===== src/rtl/ttt_pkg.sv =====
// Shared types and constants for the tic-tac-toe turn sequencer.
package ttt_pkg;
  localparam int GRID_BITS_DEF = 2;

  typedef enum logic [1:0] {S_WAIT, S_ISSUE, S_RESULT, S_DONE} state_t;

  localparam logic [1:0] WIN_NONE = 2'b00;
  localparam logic [1:0] WIN_P1   = 2'b01;
  localparam logic [1:0] WIN_P2   = 2'b10;
  localparam logic [1:0] WIN_DRAW = 2'b11;

  localparam logic P1 = 1'b0;
  localparam logic P2 = 1'b1;

  function automatic logic [1:0] win_code(input logic player);
    return (player == P2) ? WIN_P2 : WIN_P1;
  endfunction
endpackage


===== src/rtl/ttt_req_edge.sv =====
// Rising-edge detector for one player's request level, with coordinate capture.
module ttt_req_edge #(
  parameter int GRID_BITS = 2
) (
  input  logic                 clk,
  input  logic                 resetn,
  input  logic                 req,
  input  logic [GRID_BITS-1:0] req_row,
  input  logic [GRID_BITS-1:0] req_col,
  output logic                 rise,
  output logic [GRID_BITS-1:0] row,
  output logic [GRID_BITS-1:0] col
);
  logic                 req_q;
  logic [GRID_BITS-1:0] row_q;
  logic [GRID_BITS-1:0] col_q;

  always_ff @(posedge clk) begin
    if (!resetn) begin
      req_q <= 1'b0;
      row_q <= '0;
      col_q <= '0;
    end else begin
      req_q <= req;
      if (rise) begin
        row_q <= req_row;
        col_q <= req_col;
      end
    end
  end

  assign rise = req & ~req_q;
  // Live coordinates on the edge cycle so the move can issue the very next cycle.
  assign row  = rise ? req_row : row_q;
  assign col  = rise ? req_col : col_q;
endmodule


===== src/rtl/ttt_turn_sequencer.sv =====
// Turn controller: alternates players, serialises moves to the board core, tracks result.
// state    | meaning
// S_WAIT   | waiting for the current player's request; timeout runs
// S_ISSUE  | move offered on mv_*, waiting for mv_ready
// S_RESULT | waiting for the board verdict
// S_DONE   | game finished, waiting for new_game
module ttt_turn_sequencer
  import ttt_pkg::*;
#(
  parameter int   GRID_BITS      = GRID_BITS_DEF,
  parameter int   TIMEOUT_CYCLES = 255,
  parameter logic FIRST_PLAYER   = 1'b0
) (
  input  logic                   clk,
  input  logic                   resetn,
  input  logic                   new_game,
  input  logic                   player1,
  input  logic [GRID_BITS-1:0]   a,
  input  logic [GRID_BITS-1:0]   b,
  input  logic                   player2,
  input  logic [GRID_BITS-1:0]   c,
  input  logic [GRID_BITS-1:0]   d,
  output logic                   mv_valid,
  input  logic                   mv_ready,
  output logic                   mv_player,
  output logic [GRID_BITS-1:0]   mv_row,
  output logic [GRID_BITS-1:0]   mv_col,
  input  logic                   res_valid,
  input  logic                   res_illegal,
  input  logic                   res_win,
  input  logic                   res_full,
  output logic                   turn,
  output logic                   ack1,
  output logic                   ack2,
  output logic                   rej1,
  output logic                   rej2,
  output logic                   timeout_evt,
  output logic [2*GRID_BITS:0]   move_count,
  output logic                   game_over,
  output logic [1:0]             winner
);
  localparam int CW       = 2*GRID_BITS + 1;
  localparam int CELLS_I  = 1 << (2*GRID_BITS);
  localparam logic [CW-1:0] CELLS = CW'(CELLS_I);
  localparam int TW       = (TIMEOUT_CYCLES > 1) ? $clog2(TIMEOUT_CYCLES + 1) : 1;
  localparam logic [TW-1:0] TMO_LOAD = TW'(TIMEOUT_CYCLES);

  state_t                state;
  logic   [TW-1:0]       tmo_q;
  logic                  rise1, rise2, cur_rise, tmo_hit;
  logic [GRID_BITS-1:0]  row1, col1, row2, col2;
  logic [CW-1:0]         count_inc;

  ttt_req_edge #(.GRID_BITS(GRID_BITS)) u_edge1 (
    .clk(clk), .resetn(resetn), .req(player1), .req_row(a), .req_col(b),
    .rise(rise1), .row(row1), .col(col1)
  );

  ttt_req_edge #(.GRID_BITS(GRID_BITS)) u_edge2 (
    .clk(clk), .resetn(resetn), .req(player2), .req_row(c), .req_col(d),
    .rise(rise2), .row(row2), .col(col2)
  );

  assign cur_rise  = (turn == P2) ? rise2 : rise1;
  assign tmo_hit   = (TIMEOUT_CYCLES != 0) && (tmo_q == TW'(1));
  assign count_inc = (move_count == CELLS) ? move_count : move_count + CW'(1);

  always_ff @(posedge clk) begin
    if (!resetn) begin
      state       <= S_WAIT;
      turn        <= FIRST_PLAYER;
      mv_valid    <= 1'b0;
      mv_player   <= 1'b0;
      mv_row      <= '0;
      mv_col      <= '0;
      ack1        <= 1'b0;
      ack2        <= 1'b0;
      rej1        <= 1'b0;
      rej2        <= 1'b0;
      timeout_evt <= 1'b0;
      move_count  <= '0;
      game_over   <= 1'b0;
      winner      <= WIN_NONE;
      tmo_q       <= TMO_LOAD;
    end else begin
      ack1        <= 1'b0;
      ack2        <= 1'b0;
      rej1        <= rise1;
      rej2        <= rise2;
      timeout_evt <= 1'b0;
      // Down-counter reloads everywhere except idle WAIT cycles.
      tmo_q       <= TMO_LOAD;
      case (state)
        S_WAIT: begin
          if (new_game) begin
            move_count <= '0;
            turn       <= FIRST_PLAYER;
          end else if (cur_rise) begin
            state     <= S_ISSUE;
            mv_valid  <= 1'b1;
            mv_player <= turn;
            mv_row    <= (turn == P2) ? row2 : row1;
            mv_col    <= (turn == P2) ? col2 : col1;
            if (turn == P2) rej2 <= 1'b0;
            else            rej1 <= 1'b0;
          end else if (tmo_hit) begin
            timeout_evt <= 1'b1;
            turn        <= ~turn;
          end else if (TIMEOUT_CYCLES != 0) begin
            tmo_q <= tmo_q - TW'(1);
          end
        end
        S_ISSUE: begin
          if (mv_ready) begin
            mv_valid <= 1'b0;
            state    <= S_RESULT;
          end
        end
        S_RESULT: begin
          if (res_valid) begin
            state <= S_WAIT;
            if (res_illegal) begin
              if (mv_player == P2) rej2 <= 1'b1;
              else                 rej1 <= 1'b1;
            end else begin
              if (mv_player == P2) ack2 <= 1'b1;
              else                 ack1 <= 1'b1;
              move_count <= count_inc;
              if (res_win) begin
                state     <= S_DONE;
                game_over <= 1'b1;
                winner    <= win_code(mv_player);
              end else if (res_full || count_inc == CELLS) begin
                state     <= S_DONE;
                game_over <= 1'b1;
                winner    <= WIN_DRAW;
              end else begin
                turn <= ~turn;
              end
            end
          end
        end
        S_DONE: begin
          if (new_game) begin
            state      <= S_WAIT;
            move_count <= '0;
            turn       <= FIRST_PLAYER;
            game_over  <= 1'b0;
            winner     <= WIN_NONE;
          end
        end
        default: state <= S_WAIT;
      endcase
    end
  end
endmodule

===== config.mk =====
export PLATFORM = sky130hd
export DESIGN_NAME = ttt_turn_sequencer
export DESIGN_NICKNAME = d
export VERILOG_FILES = /design/src/rtl/ttt_pkg.sv /design/src/rtl/ttt_req_edge.sv /design/src/rtl/ttt_turn_sequencer.sv
export SDC_FILE = /design/constraint.sdc
export NUM_CORES = 1
export LEC_CHECK = 0
export BUFFER_PORTS_ARGS = -buffer_cell sky130_fd_sc_hd__clkbuf_2
export CELL_PAD_IN_SITES_DETAIL_PLACEMENT = 0
export CELL_PAD_IN_SITES_GLOBAL_PLACEMENT = 2
export CORE_MARGIN = 2
export CORE_UTILIZATION = 32
export DETAILED_ROUTE_END_ITERATION = 8
export PLACE_DENSITY = 0.9
export SLEW_MARGIN = 20
export SYNTH_ARGS = -nofsm -noshare
export SYNTH_HDL_FRONTEND = slang
export SYNTH_SLANG_ARGS = --single-unit
export TNS_END_PERCENT = 30

===== constraint.sdc =====
create_clock -name clk -period 3 [get_ports clk]
set_clock_uncertainty 0.2 [all_clocks]
set_input_delay 0.6 -clock clk [delete_from_list [all_inputs] [get_ports clk]]
set_output_delay 0.6 -clock clk [all_outputs]
set_load 0.02 [all_outputs]

# Yosys cells after proc, flatten, opt, wreduce, memory -nomap -nowiden
# Index checks and enable logic that the tools add are counted.
[word_totals] reg_bits=40 input_bits=18 out_inout_bits=20
[op_classes] n_addsub=2 reduce_logical=16 eq_ne=18 bitwise_logic=10 mux=62
[op_table] op="$mux W2" n=19
[op_table] op="$mux W1" n=31
[op_table] op="$mux W5" n=4
[op_table] op="$ne A2 B2 Y1 const B" n=8
[op_table] op="$eq A5 B5 Y1 const B" n=2
[op_table] op="$pmux W5 S2" n=1
[op_table] op="$reduce_and A5 Y1" n=2
[op_table] op="$ne A3 B3 Y1 const B" n=3
[op_table] op="$eq A8 B1 Y1 const B" n=1
[op_table] op="$not A1 Y1" n=8
[op_table] op="$pmux W1 S2" n=4
[op_table] op="$pmux W2 S4" n=1
[op_table] op="$reduce_and A4 Y1" n=2
[op_table] op="$reduce_and A8 Y1" n=1
[op_table] op="$reduce_or A4 Y1" n=2
[op_table] op="$sub A8 B1 Y8 const B" n=1
[op_table] op="$reduce_bool A2 Y1" n=3
[op_table] op="$add A5 B1 Y5 const B" n=1
[op_table] op="$reduce_or A5 Y1" n=1
[op_table] op="$eq A2 B2 Y1 const B" n=2
[op_table] op="$pmux W2 S2" n=1
[op_table] op="$pmux W1 S3" n=1
[op_table] op="$reduce_and A3 Y1" n=1
[op_table] op="$reduce_bool A3 Y1" n=1
[op_table] op="6 further kinds" n=7

# Depth between registers and ports, before layout
[depth] word_depth=9 depth_mapped=9 depth_no_buf=7

# Cells and area by module
# A second synthesis with hierarchy kept.
[unflattened] cells_unflattened=229 hier_area_um2=2100.8
[by_module_without_submodules] module="ttt_turn_sequencer" area_per_inst_um2=1567.8 seq_area_each_um2=600.6 cells_per_inst=179 n_inst=1
[by_module_without_submodules] module="ttt_req_edge" area_per_inst_um2=266.5 seq_area_each_um2=100.1 cells_per_inst=25 n_inst=2

# Worst setup path after synthesis
# OpenSTA, ideal clock, no wires.
[synth_timing] path_kind="flip-flop to flip-flop" startpoint="reg move_count[0]" endpoint="reg game_over" slack_ps=808 stages_incl_launch_ff=7 arrival_ps=1872 n_path_buf=0 path_cell_list="dfxtp_1 ha_1 and4bb_2 a22oi_1 a211o_1 o21ai_0 mux2_2"
[synth_between] elab_chain_cells=6 word_cells_on_any_way=7 classes_between="add/sub (1); eq/ne (3); mux (1); reduce/logical (2)"
[synth_lines] item="start, declared" line="ttt_turn_sequencer.sv:38" rtl="output logic [2*GRID_BITS:0] move_count,"
[synth_lines] item="start signal, assigned" line="ttt_turn_sequencer.sv:128" rtl="move_count <= count_inc;"
[synth_lines] item="$add A5 B1 Y5 or $eq A5 B5 Y1 (tied branches)" line="ttt_turn_sequencer.sv:66" rtl="assign count_inc = (move_count == CELLS) ? move_count : move_count + CW'(1);"
[synth_lines] item="$mux W5 *" line="ttt_turn_sequencer.sv:66"
[synth_lines] item="$eq A5 B5 Y1 *" line="ttt_turn_sequencer.sv:133" rtl="end else if (res_full || count_inc == CELLS) begin"
[synth_lines] item="$logic_or A1 B1 Y1 *" line="ttt_turn_sequencer.sv:133"
[synth_lines] item="$ne A3 B3 Y1 (no line) *"
[synth_lines] item="$reduce_and A5 Y1 (no line) *"
[synth_lines] item="end signal, assigned" line="ttt_turn_sequencer.sv:131" rtl="game_over <= 1'b1;"
[synth_lines] item="end signal, assigned" line="ttt_turn_sequencer.sv:135" rtl="game_over <= 1'b1;"
[synth_lines] item="end signal, assigned" line="ttt_turn_sequencer.sv:148" rtl="game_over <= 1'b0;"
[synth_lines] item="end, declared" line="ttt_turn_sequencer.sv:39" rtl="output logic game_over,"
# Every way passes the cells marked *; elsewhere a longest branch is shown, timed or not.
# A chain may end at the register's enable or synchronous reset.

# Worst setup path in the final report
# Ends and elaborated chain as after synthesis.

==> impl_metrics.json <==
{
  "status": "completed",
  "portBuffers": 37,
  "rsz0062_at_grt": "no",
  "avgSynthCellArea_um2": 8.42,
  "postLayoutCoreUtil_pct": 39.0,
  "synth-edff-count": 0,
  "dpl.cell_count": 332,
  "share_seq_of_total_power_pct": 42.0,
  "area.growth.synth_to_final_pct": 18.5,
  "post_cts_buffers": 0,
  "numCtsBuffers": 5,
  "slew-limit-headroom_pct": 57.5,
  "diodes": 0,
  "max-vdd-ir-drop_mv": 0.231,
  "whs_ps": 225,
  "wl_per_cell_um": 13.0,
  "die_h_um": 81.8,
  "start_util_pct": 32.9,
  "finalSetupViolCount": 0,
  "antenna_found_initial": 0,
  "grt_pass1_wl_um": 7080,
  "arrival_ps": 2300,
  "min_path_type": "reg2reg",
  "fmax_mhz": 432,
  "dieArea_um2": 6690,
  "routed_wl_um": 4410,
  "yosysWarnings": 0,
  "p_sw_uw": 500,
  "place.gp.congestion": 0.807,
  "synthArstFlopShare_pct": 0,
  "synth-seq-area-share_pct": 41.3,
  "cts.sinks": 40,
  "p_comb_share_pct": 26.7,
  "swShare_pct": 33.5,
  "coreArea_um2": 5890,
  "fin_area_um2": 2290,
  "crit_required_ps": 2990,
  "placed_cell_area_um2": 2170,
  "root_buffer": "clkbuf_8",
  "grt_max_degree": 25,
  "track_usage_pct": 14.1,
  "finalCritPeriodShare_pct": 77.2,
  "setup_tns_ps": 0,
  "fin_crit_ps": 2320,
  "drc": 0,
  "vias": 1653,
  "synth.distinct_cells": 46,
  "hold_viol_final": 0,
  "clockBufferDepth": 2,
  "hpwl_um": 3240,
  "path_max_fanout": 8,
  "drtIter0Drc": 62,
  "power_density_nw_per_um2": 650,
  "ios": 38,
  "clock_latency_ps": 300,
  "holdBufCountCts": 0,
  "max_cap_violations": 0,
  "ys_ff_latch": 40,
  "die_w_um": 81.8,
  "crit_path_end_kind": "flop",
  "leakage_nw": 0.961,
  "post_cts_resize_count": 0,
  "ant_nets": 0,
  "drv_slew": 0,
  "path_clk_slew_ps": 80,
  "viasPerCell": 4.86,
  "grt_overflow": 0,
  "final_nets": 290,
  "grt_pass1_vias": 1468,
  "drt_first_pass_iters": 4,
  "drive_above_1_share_pct": 18.5,
  "instances_no_fill": 340,
  "syn_area_um2": 1940,
  "synthCells": 230,
  "synthesis.nets": 256,
  "rows": 28,
  "clkPwrFrac_pct": 31.3,
  "intPower_uw": 992,
  "synth-main-ff-cell": "dfxtp_1",
  "cts_tree": "built",
  "start_kind": "flop",
  "crit_type": "reg2reg",
  "ctsHtreeMaxLevel": 2,
  "worst_slew_pin_slew_ps": 637
}
worst max-delay path, stage by stage (launching register included):
cell and delay (ps):
dfxtp_1 390, ha_1 280, and4bb_2 310, a22oi_1 70, a211o_1 390, o21ai_0 230, mux2_2 350
synthesized netlist by cell type, types with 3 or more instances:
master | instances | share of area [%]
clkbuf_1 | 9 | 1.7
o21ai_0 | 13 | 3.4
nor2_1 | 21 | 4.1
nand2_1 | 28 | 5.4
and2_1 | 5 | 1.6
inv_1 | 10 | 1.9
nand2b_1 | 6 | 1.9
nor3_1 | 3 | 0.77
mux2i_1 | 10 | 5.2
xnor2_1 | 4 | 1.8
ha_1 | 8 | 5.2
nor3b_1 | 3 | 1.2
xor2_1 | 4 | 1.8
nand3_1 | 9 | 2.3
dfxtp_1 | 40 | 41
a21oi_1 | 19 | 4.9
final timing paths:
kind,from,end,slack [ps],cells past startpoint
hold reg to reg,tmo_q[0],tmo_q[0],220,1
hold / removal,tmo_q[0],tmo_q[0],220,1
setup / recovery,move_count[0],game_over,680,6
setup reg to reg,move_count[0],game_over,680,6
stage by stage:
| step | power (mW) | worst slack, ps |
|---|---|---|
| floorplan | 0.927 | 808 |
| global placement | 1.04 | 721 |
| detailed placement | 1.04 | 722 |
| CTS | 1.51 | 693 |
| global route | 1.60 | 541 |
| finish | 1.49 | 684 |
power groups by stage:
stage | Combinational, mW | Clock [mW] | Sequential, mW
4_1_cts | 0.402 | 0.481 | 0.628
5_1_grt | 0.461 | 0.501 | 0.635
3_5_place_dp | 0.399 | 0 | 0.641
2_1_floorplan | 0.285 | 0 | 0.642
3_3_place_gp | 0.403 | 0 | 0.640
6_report | 0.398 | 0.467 | 0.627
layout make-up:
type	instances	area, µm²
clock buffers	6	82.6
clock inverters	2	38.8
fillers	639	3590
inverters	11	41.3
multi-input cells	168	1040
flip-flops and latches	40	801
well taps	75	93.8
repair buffers	38	193
cell usage in the layout, fill, tap and decap left out, drive strengths merged, types with 5 or more instances in the layout:
| master | count |
|---|---|
| inv | 10 |
| nor2 | 22 |
| mux2i | 10 |
| o21ai | 13 |
| nand2b | 6 |
| ha | 8 |
| nand2 | 28 |
| a21oi | 19 |
| and2 | 5 |
| dfxtp | 40 |
| nand3 | 9 |
| clkbuf | 43 |
state kept, by name (all words and copies together) (netlist names), 2 cells and up:
register and flops:
state 2, mv_row 2, mv_col 2, tmo_q 8, u_edge1.col_q 2, u_edge2.row_q 2
u_edge1.row_q 2, u_edge2.col_q 2, move_count 5, winner 2
cells by family after synthesis:
| family | share of synthesized area (%) |
|---|---|
| flip-flops | 41.3 |
| buffers and inverters | 4.72 |
| AND/OR/NAND/NOR | 24.0 |
| adder cells (fa/ha/maj) | 5.17 |
| multiplexers | 5.75 |
| AO/OA/AOI/OAI | 15.4 |
| XOR/XNOR | 3.62 |
per-layer routing:
metal  share of wire (%)  global-route usage [%]  vias up
li1                    -                       -      865
met1                  50                    19.8      750
met2                  44                    20.3       30
met3                 3.6                    3.19        8
met4                 2.2                    6.50        0
met5                   0                       0        -
(Power assumes the default switching activity.)
